## src/rtl/fetch_controller_mc_pkg.sv

```systemverilog
// Shared types and default sizing for the multi-channel fetch controller.
package fetch_ctrl_pkg;

    typedef enum logic [2:0] {
        IDLE  = 3'd0,
        PRE   = 3'd1,
        GETN  = 3'd2,
        FETCH = 3'd3,
        DONE  = 3'd4
    } state_t;

    localparam int unsigned DEF_NCH   = 4;
    localparam int unsigned DEF_CNT_W = 8;
    localparam int unsigned DEF_TO_W  = 6;

endpackage

```

## src/rtl/fetch_controller_mc_if.sv

```systemverilog
// Command/channel bundle between the command front end and the fetch controller.
interface fetch_controller_mc_if
    import fetch_ctrl_pkg::*;
#(
    parameter int unsigned NCH   = DEF_NCH,
    parameter int unsigned CNT_W = DEF_CNT_W
);

    logic             start;
    logic             abort;
    logic [CNT_W-1:0] n_in;
    logic [NCH-1:0]   ready;
    logic             init;
    logic [NCH-1:0]   sel;
    logic             busy;
    logic             done;
    logic             timeout;
    logic [CNT_W-1:0] fetched;

    modport master (
        output start, abort, n_in, ready,
        input  init, sel, busy, done, timeout, fetched
    );

    modport slave (
        input  start, abort, n_in, ready,
        output init, sel, busy, done, timeout, fetched
    );

endinterface

```

## src/rtl/fetch_controller_mc_rr_arbiter.sv

```systemverilog
// Combinational round-robin pick: first set request at or above ptr, wrapping at NCH-1.
module rr_arbiter #(
    parameter int unsigned NCH = 4
) (
    input  logic [NCH-1:0]         req,
    input  logic [$clog2(NCH)-1:0] ptr,
    output logic [NCH-1:0]         gnt,
    output logic [$clog2(NCH)-1:0] gnt_idx,
    output logic                   any
);

    localparam int unsigned PTR_W = $clog2(NCH);
    localparam logic [PTR_W:0] NCH_L = (PTR_W+1)'(NCH);

    logic [PTR_W:0] idx;

    always_comb begin
        gnt     = '0;
        gnt_idx = '0;
        any     = 1'b0;
        idx     = '0;
        for (int unsigned i = 0; i < NCH; i++) begin
            // one extra bit so ptr+i cannot overflow before the wrap
            idx = {1'b0, ptr} + (PTR_W+1)'(i);
            if (idx >= NCH_L) idx = idx - NCH_L;
            if (!any && req[idx[PTR_W-1:0]]) begin
                any                  = 1'b1;
                gnt[idx[PTR_W-1:0]]  = 1'b1;
                gnt_idx              = idx[PTR_W-1:0];
            end
        end
    end

endmodule

```

## src/rtl/fetch_controller_mc.sv

```systemverilog
// Start/init/get-N/fetch sequencer granting one ready channel per cycle round-robin.
module fetch_controller_mc
    import fetch_ctrl_pkg::*;
#(
    parameter int unsigned NCH   = DEF_NCH,
    parameter int unsigned CNT_W = DEF_CNT_W,
    parameter int unsigned TO_W  = DEF_TO_W
) (
    input logic                  clk,
    input logic                  rst,
    fetch_controller_mc_if.slave bus
);

    localparam int unsigned      PTR_W   = $clog2(NCH);
    localparam logic [PTR_W-1:0] PTR_MAX = PTR_W'(NCH - 1);
    localparam logic [TO_W-1:0]  TMR_LIM = TO_W'((1 << TO_W) - 2);

    state_t           state, state_n;
    logic [CNT_W-1:0] fetched, fetched_n, n_reg, n_reg_n;
    logic [PTR_W-1:0] ptr, ptr_n;
    logic [TO_W-1:0]  timer, timer_n;
    logic             timeout, timeout_n;

    logic [NCH-1:0]   gnt;
    logic [PTR_W-1:0] gnt_idx;
    logic             any;

    logic             init_o, busy_o, done_o;
    logic [NCH-1:0]   sel_o;

    rr_arbiter #(.NCH(NCH)) u_arb (
        .req     (bus.ready),
        .ptr     (ptr),
        .gnt     (gnt),
        .gnt_idx (gnt_idx),
        .any     (any)
    );

    always_ff @(posedge clk) begin
        if (rst) begin
            state   <= IDLE;
            fetched <= '0;
            n_reg   <= '0;
            ptr     <= '0;
            timer   <= '0;
            timeout <= 1'b0;
        end else begin
            state   <= state_n;
            fetched <= fetched_n;
            n_reg   <= n_reg_n;
            ptr     <= ptr_n;
            timer   <= timer_n;
            timeout <= timeout_n;
        end
    end

    always_comb begin
        state_n   = state;
        fetched_n = fetched;
        n_reg_n   = n_reg;
        ptr_n     = ptr;
        timer_n   = timer;
        timeout_n = timeout;
        init_o    = 1'b0;
        sel_o     = '0;
        busy_o    = 1'b0;
        done_o    = 1'b0;
        unique case (state)
            IDLE: begin
                if (bus.start) state_n = PRE;
            end
            PRE: begin
                busy_o = 1'b1;
                if (bus.abort) state_n = IDLE;
                else begin
                    init_o = 1'b1;
                    if (!bus.start) state_n = GETN;
                end
            end
            GETN: begin
                busy_o = 1'b1;
                if (bus.abort) state_n = IDLE;
                else begin
                    n_reg_n   = bus.n_in;
                    fetched_n = '0;
                    timer_n   = '0;
                    timeout_n = 1'b0;
                    ptr_n     = '0;
                    state_n   = (bus.n_in == '0) ? DONE : FETCH;
                end
            end
            FETCH: begin
                busy_o = 1'b1;
                // abort suppresses the grant, so a grant always implies a count
                if (bus.abort) state_n = IDLE;
                else if (any) begin
                    sel_o     = gnt;
                    fetched_n = fetched + CNT_W'(1);
                    ptr_n     = (gnt_idx == PTR_MAX) ? '0 : gnt_idx + PTR_W'(1);
                    timer_n   = '0;
                    if (fetched + CNT_W'(1) == n_reg) state_n = DONE;
                end else begin
                    timer_n = timer + TO_W'(1);
                    if (timer == TMR_LIM) begin
                        timeout_n = 1'b1;
                        state_n   = DONE;
                    end
                end
            end
            DONE: begin
                if (!bus.abort) done_o = 1'b1;
                state_n = IDLE;
            end
            default: state_n = IDLE;
        endcase
    end

    assign bus.init    = init_o;
    assign bus.sel     = sel_o;
    assign bus.busy    = busy_o;
    assign bus.done    = done_o;
    assign bus.timeout = timeout;
    assign bus.fetched = fetched;

endmodule

```

## src/flat_wrapper.sv

```systemverilog
// flat-port wrapper written by rule: the top's interface ports become plain ports
module fetch_controller_mc_flat import fetch_ctrl_pkg::*;
#(
    parameter int unsigned NCH   = DEF_NCH,
    parameter int unsigned CNT_W = DEF_CNT_W,
    parameter int unsigned TO_W  = DEF_TO_W
)
  (clk, rst, bus_start, bus_abort, bus_n_in, bus_ready, bus_init, bus_sel, bus_busy, bus_done, bus_timeout, bus_fetched);
  fetch_controller_mc_if #(.NCH(NCH), .CNT_W(CNT_W)) bus_i ();
  input logic clk;
  input logic rst;
  input wire logic [$bits(bus_i.start)-1:0] bus_start;
  input wire logic [$bits(bus_i.abort)-1:0] bus_abort;
  input wire logic [$bits(bus_i.n_in)-1:0] bus_n_in;
  input wire logic [$bits(bus_i.ready)-1:0] bus_ready;
  output wire logic [$bits(bus_i.init)-1:0] bus_init;
  output wire logic [$bits(bus_i.sel)-1:0] bus_sel;
  output wire logic [$bits(bus_i.busy)-1:0] bus_busy;
  output wire logic [$bits(bus_i.done)-1:0] bus_done;
  output wire logic [$bits(bus_i.timeout)-1:0] bus_timeout;
  output wire logic [$bits(bus_i.fetched)-1:0] bus_fetched;
  assign bus_i.start = bus_start;
  assign bus_i.abort = bus_abort;
  assign bus_i.n_in = bus_n_in;
  assign bus_i.ready = bus_ready;
  assign bus_init = bus_i.init;
  assign bus_sel = bus_i.sel;
  assign bus_busy = bus_i.busy;
  assign bus_done = bus_i.done;
  assign bus_timeout = bus_i.timeout;
  assign bus_fetched = bus_i.fetched;
  fetch_controller_mc #(.NCH(NCH), .CNT_W(CNT_W), .TO_W(TO_W)) u_core (.clk(clk), .rst(rst), .bus(bus_i));
endmodule
```

## config.mk

```make
export PLATFORM = sky130hd
export DESIGN_NAME = fetch_controller_mc_flat
export DESIGN_NICKNAME = d
export VERILOG_FILES = /design/src/rtl/fetch_controller_mc_pkg.sv /design/src/rtl/fetch_controller_mc_if.sv /design/src/rtl/fetch_controller_mc_rr_arbiter.sv /design/src/rtl/fetch_controller_mc.sv /design/src/flat_wrapper.sv
export SDC_FILE = /design/constraint.sdc
export NUM_CORES = 1
export LEC_CHECK = 0
export ABC_AREA = 1
export BUFFER_PORTS_ARGS = -buffer_cell sky130_fd_sc_hd__clkbuf_2
export CAP_MARGIN = 5
export CORE_MARGIN = 1
export CORE_UTILIZATION = 52
export DETAILED_ROUTE_END_ITERATION = 8
export PLACE_DENSITY = 0.8
export SLEW_MARGIN = 20
export SYNTH_ARGS = -nofsm -noshare
export SYNTH_HDL_FRONTEND = slang
export SYNTH_SLANG_ARGS = --single-unit
```

## constraint.sdc

```tcl
create_clock -name clk -period 4.95 [get_ports clk]
set_input_delay 0.99 -clock clk [delete_from_list [all_inputs] [get_ports clk]]
set_output_delay 0.99 -clock clk [all_outputs]
set_load 0.01 [all_outputs]
```

==> run metrics, run 1 <==
vias in the first global route 1899; clock latency on the worst-skew pair 0.27 ns; Core Rows 22; synthesized area 2130 um2; CP arrival about 2.6 ns; Period minus WS final between 3 and 4 ns; Setup TNS 0 ns; routability cong. 0.903; reg2reg start u_core.ptr[0]; Synth area leaders dfxtp_1 (26%), nand2_1 (16%), inv_1 (8.1%); fin crit share 0.716; share of layout cells above drive strength 1 0.152; Critical Path End bus_sel[2]; vias per cell 5.07; core area 3800 um2; Hold Vio Cnt, Final 0; footprint of the multi-input gates 1320 um2; I/O Buffers 31; Final Util 0.615; Lkg Pwr between 0.001 and 0.0015 uW; leading area contributor after synthesis dfxtp_1; min-delay src u_core.timer[3]; First-pass DRT Iterations 6; Slowest-stage cell, CP dfxtp_1; crit-path cells inv_6 -> ha_1 -> inv_1 -> nand3_1 -> nand2_4 -> nor2_1 -> inv_1 -> o21ai_0 -> a21oi_1 -> o21ai_0 -> nand2_1 -> inv_1 -> clkbuf_2; post-CTS resize count 0; Tightest Pin Transition 0.555 ns; Critical Path RT 3.96 ns; CTS tree done; Worst Setup SP u_core.ptr[0]; max-slew violations 0; post-synthesis register bit count 28; Clock Path Buffers 2; clock-pin slew on the worst setup and hold paths 0.09 ns; Crit path depth 13; syn avg cell area 6.32 um2; commonest non-fill, non-tap cell in the layout nand2_1; Netlist cell types 34; sequential element share of the synthesized area 0.263; fmax 282 MHz; Routed WL roughly 4.4 mm; via count 2083; Critical Path Source Type flop; yosys warns 0; HPWL after detailed placement between 3 and 4 mm; power per cell area 176 nW/um2; Initial DRC Count 124; Non-Filler Instances 411; postcts setup bufs 0; Die Ht 66.0 um; first-pass GRT wire length 7.85 mm; Residual DRC 0; initial antenna violation count 0; crit-path max FO 14; CP dominant cell by count inv_1; die width between 60 and 70 um; # diodes 0; slew margin rel. 0.629; area share of the largest cell type after synthesis 0.263; maximum vdd drop about 0.14 mV; Worst Skew 0.00459 ns; pin count of the biggest net entering global routing 17; Syn Nets between 300 and 400; total CTS buffers 3; Root Buffer clkbuf_8; Avg WL per Cell 10.7 um; Final nets 392; outcome finished clean; Worst R2R End u_core.ptr[1]; RSZ-0062 raised after global routing no; Global Route Usage Sum 0.224; CP bufs+invs 5; Crit Path Category flop to primary output; Final ANT Viol Nets 0; gate count of the mapped netlist 337; Die Area between 4000 and 5000 um2; CTS sink cnt 28; io pins 32; area delta synth->final 9.76%; CP max stage delay 0.68 ns; CTS Hold Buffers Added 0; Post-Place Cells 408; H-tree Lvls 1; reg2reg path depth 13; Fillers 354; initial core utilization 0.560; HP Class flop to flop; Overflow after GRT 0; worst reg2reg setup slack 2.56 ns; setup violators final 0; Max-Cap Viols 0; Critical Path Sink Type primary output; most frequent cells in the layout nand2_1 (91), inv_1 (46), nor2_1 (36); storage element area approximately 560 um2; Top delay family on crit path flip-flops
-- worst min-delay path, cell delays in order (launching register included) --
cell	delay (ns)
dfxtp_1	0.34
nand2_1	0.06
a21oi_1	0.06
-- report_power, final --
part | total [uW] | internal, uW | switching [uW]
logic | 57.2 | 20.2 | 37.0
registers | 232 | 228 | 3.31
clock network | 123 | 54.6 | 68.3
total | 412 | 303 | 109
-- cells in the mapped netlist --
library cell	instances
nand2_2	4
a21oi_2	1
or2_1	1
o21ai_0	21
o21ai_1	2
nand4_1	5
nand2_4	3
buf_6	2
a21oi_1	29
or2_2	1
dfxtp_1	28
inv_6	1
nand3b_1	4
nand3_2	3
xnor2_1	3
nor2_4	2
inv_2	1
xor2_1	3
clkbuf_1	2
nand2_1	91
nor4_1	2
nor2_8	1
o21bai_1	2
nor2_1	36
a21boi_0	2
nand4_4	1
clkbuf_2	3
inv_4	2
buf_1	1
inv_1	46
nor3_1	2
nor2_2	1
ha_1	11
nand3_1	20
-- cell type report --
type                            instances  share of cell area
Timing Repair Buffer                   31              0.0664
Multi-Input combinational cell        251               0.566
Tap cell                               48              0.0257
Clock buffer                            3              0.0177
Inverter                               50              0.0846
Sequential cell                        28               0.240
-- worst min-delay path by stage --
stage,cells after the start,slack (ns),to
6_report,2,0.49,u_core.timer[3]
5_1_grt,2,0.52,u_core.timer[3]
4_1_cts,2,0.49,u_core.timer[3]
3_5_place_dp,2,0.48,u_core.timer[3]
3_3_place_gp,2,0.47,u_core.timer[3]
2_1_floorplan,2,0.44,u_core.n_reg[7]
-- through the flow --
stage                     area [um2]  hold slack, ns  total power, uW  worst slack (ns)
after floorplan                 2130           0.444              276              2.11
after global placement          2290           0.468              292              1.80
after detailed placement        2290           0.479              294              1.75
after CTS                       2340           0.493              414              1.45
after global routing            2340           0.519              430              1.13
final                           2340           0.494              412              1.40
-- kinds of logic (layout without fill, tap and decap cells) --
logic type / count (synthesis) / count (layout) / share of synthesized area
flip-flops: 28 / 28 / 0.263
AO/OA/AOI/OAI: 57 / 57 / 0.141
adder cells (fa/ha/maj): 11 / 11 / 0.0647
XOR/XNOR: 6 / 6 / 0.0247
AND/OR/NAND/NOR: 177 / 177 / 0.391
buffers and inverters: 58 / 84 / 0.116
-- per-layer routing --
layer  track usage  part of all wire  vias to the layer above
met2         0.383              0.45                       49
met3        0.0276             0.036                        2
met1         0.301              0.51                      908
met4        0.0479            0.0018                        0
met5             0                 0                        -
li1              -                 -                     1124
(Power assumes the default switching activity.)
==> run 2, diff against run 1 <==
clock period = 3.61 ns   (was 4.95 ns; I/O delays follow)
==> run 2 against run 1 <==
Net effect:
- clock power increased by 100%
- sequential power increased by 37%
- sequential share of layout area decreased by 0.30 points
- register-to-register slack got worse by 1.3 ns
- critical endpoint is now bus_sel[1]
- largest cell class unchanged
- highest routed layer unchanged
==> run metrics, run 2 (synthesis results as in run 1) <==
Clock Path Buffers 2 (unchanged); fin crit share 0.910; routability cong. 0.861 (-4.7%); worst reg2reg setup slack 1.23 ns (-1.33 ns); Final ANT Viol Nets 0 (unchanged); core area 3800 um2 (unchanged); Slowest-stage cell, CP dfxtp_1; Met3 Routed Length 149 um (-4.5%); power per cell area 272 nW/um2 (+55%); vias in the first global route 1914 (+0.79%); Die Area 4350 um2 (unchanged); initial antenna violation count 0 (unchanged); Pint 489 uW (+61%); Setup TNS 0 ns (unchanged); # diodes 0 (unchanged); Overflow after GRT 0 (unchanged); CP dominant cell by count inv_1; setup violators final 0 (unchanged); Lkg Pwr 0.00114 uW (+1.3%); total power 645 uW (+57%); H-tree Lvls 1 (unchanged); die width 66.0 um (unchanged); Seq pwr share 0.492 (-0.070); Global Route Usage Sum 0.230 (+0.00510); First-pass DRT Iterations 5 (-1); slew margin rel. 0.632 (+0.00236); I/O Buffers 31 (unchanged); clock latency on the worst-skew pair 0.28 ns (about the same); most frequent cells in the layout nand2_1 (91), inv_1 (46), nor2_1 (36); Avg WL per Cell 10.8 um (+1.0%); fmax 304 MHz; Final nets 392 (unchanged); via count 2086 (+0.14%); hold path cells 2 (unchanged); crit-path max FO 14 (unchanged); CP max stage delay 0.68 ns (about the same); CTS tree done; reg2reg path depth 11 (-2); Critical Path Sink Type primary output; initial core utilization 0.560 (unchanged); min-delay src u_core.timer[3]; commonest non-fill, non-tap cell in the layout nand2_1; Final Util 0.623 (+0.00791); Period minus WS final 3.29 ns; first-pass GRT wire length 7.92 mm (+0.88%); Die Ht 66.0 um (unchanged); Initial DRC Count 146 (+18%); Clock power frac 0.386 (+0.087); share of layout cells above drive strength 1 0.154 (+0.00233); Tightest Pin Transition 0.552 ns (-0.00354 ns); max-slew violations 0 (unchanged); Comb power frac 0.122 (-0.017); Worst Skew 0.00144 ns (-0.00316 ns); Worst R2R End u_core.bus.fetched[0]; vias per cell 5.06 (about the same); reg2reg start u_core.ptr[0]; crit-path cells inv_6 -> ha_1 -> inv_1 -> nand3_1 -> nand2_4 -> nor2_1 -> inv_1 -> o21ai_0 -> a21oi_1 -> o21ai_0 -> nand2_1 -> inv_1 -> clkbuf_2; pin count of the biggest net entering global routing 17 (unchanged); HPWL after detailed placement 3.34 mm (about the same); HP Class flop to flop; io pins 32 (unchanged); Root Buffer clkbuf_8; WL met2 2.04 mm (+2.8%); Crit Path Category flop to primary output; CP arrival 2.56 ns (about the same); Residual DRC 0 (unchanged); Hold Vio Cnt, Final 0 (unchanged); WHS Endpoint u_core.timer[3]; total CTS buffers 3 (unchanged); maximum vdd drop 0.193 mV (+34%); Critical Path Source Type flop; Fillers 386 (+9.0%); WL met1 2.20 mm (-1.8%); Top Layer Used met4; Critical Path RT 2.89 ns (-1.07 ns); outcome finished clean; postcts setup bufs 0 (unchanged); RSZ-0062 raised after global routing no; Core Rows 22 (unchanged); post-CTS resize count 0 (unchanged); CTS sink cnt 28 (unchanged); Routed WL 4.45 mm (+1.3%); CTS Hold Buffers Added 0 (unchanged); Sw Ratio 0.241 (-0.0229); area delta synth->final 11.2%; Max-Cap Viols 0 (unchanged); clock-pin slew on the worst setup and hold paths 0.09 ns (about the same); switching power 155 uW (+43%)
run 2: cell types whose count changed in the layout (fill, tap and decap cells not counted):
cell / delta
bufinv_16: +1
run 2: area by class of cell:
type	instances	area (um2)	area share
Sequential cell	28	561	0.237
Multi-Input combinational cell	251	1320	0.558
Clock inverter	1	30.0	0.0127
Clock buffer	3	41.3	0.0175
Timing Repair Buffer	31	155	0.0656
Inverter	50	198	0.0836
Tap cell	48	60.1	0.0254
run 2: critical path: cells and delay by family, from the launching register on:
family	cells	cell delay [ns]
adders and majority gates	1	0.37
DFF	1	0.68
AOI/OAI and AO/OA	3	0.32
buffers and inverters	5	0.47
and+or+nand+nor	4	0.44
run 2: power groups by stage:
stage / Sequential (uW) / Combinational [uW] / Clock, uW
after floorplan: 323 / 55.5 / 0
after global placement: 324 / 76.4 / 0
after detailed placement: 324 / 77.4 / 0
after CTS: 317 / 77.9 / 254
after global routing: 318 / 89.5 / 268
final: 317 / 78.5 / 249
run 2: how the worst max path moves through the flow:
stage | from | endpoint | slack [ns] | cells past startpoint
2_1_floorplan | u_core.ptr[1] | bus_sel[0] | 1.06 | 12
3_3_place_gp | u_core.ptr[0] | bus_sel[0] | 0.75 | 13
4_1_cts | u_core.ptr[0] | bus_sel[1] | 0.33 | 12
5_1_grt | u_core.ptr[0] | bus_sel[1] | 0.08 | 13
6_report | u_core.ptr[0] | bus_sel[1] | 0.32 | 13
3_5_place_dp | u_core.ptr[0] | bus_sel[1] | 0.65 | 12
run 2: metrics by stage:
stage / cells / setup slack, ns / instance area [um2] / hold slack, ns
4_1_cts: 412 / 0.334 / 2370 / 0.488
3_3_place_gp: 408 / 0.749 / 2290 / 0.468
5_1_grt: 412 / 0.0838 / 2370 / 0.523
3_5_place_dp: 408 / 0.653 / 2290 / 0.474
2_1_floorplan: 337 / 1.06 / 2130 / 0.444
6_report: 412 / 0.323 / 2370 / 0.487
run 2: layer usage:
metal	vias to the layer above	GRT usage
li1	1130	-
met1	905	0.295
met2	44	0.393
met3	7	0.0328
met4	0	0.0718
met5	-	0
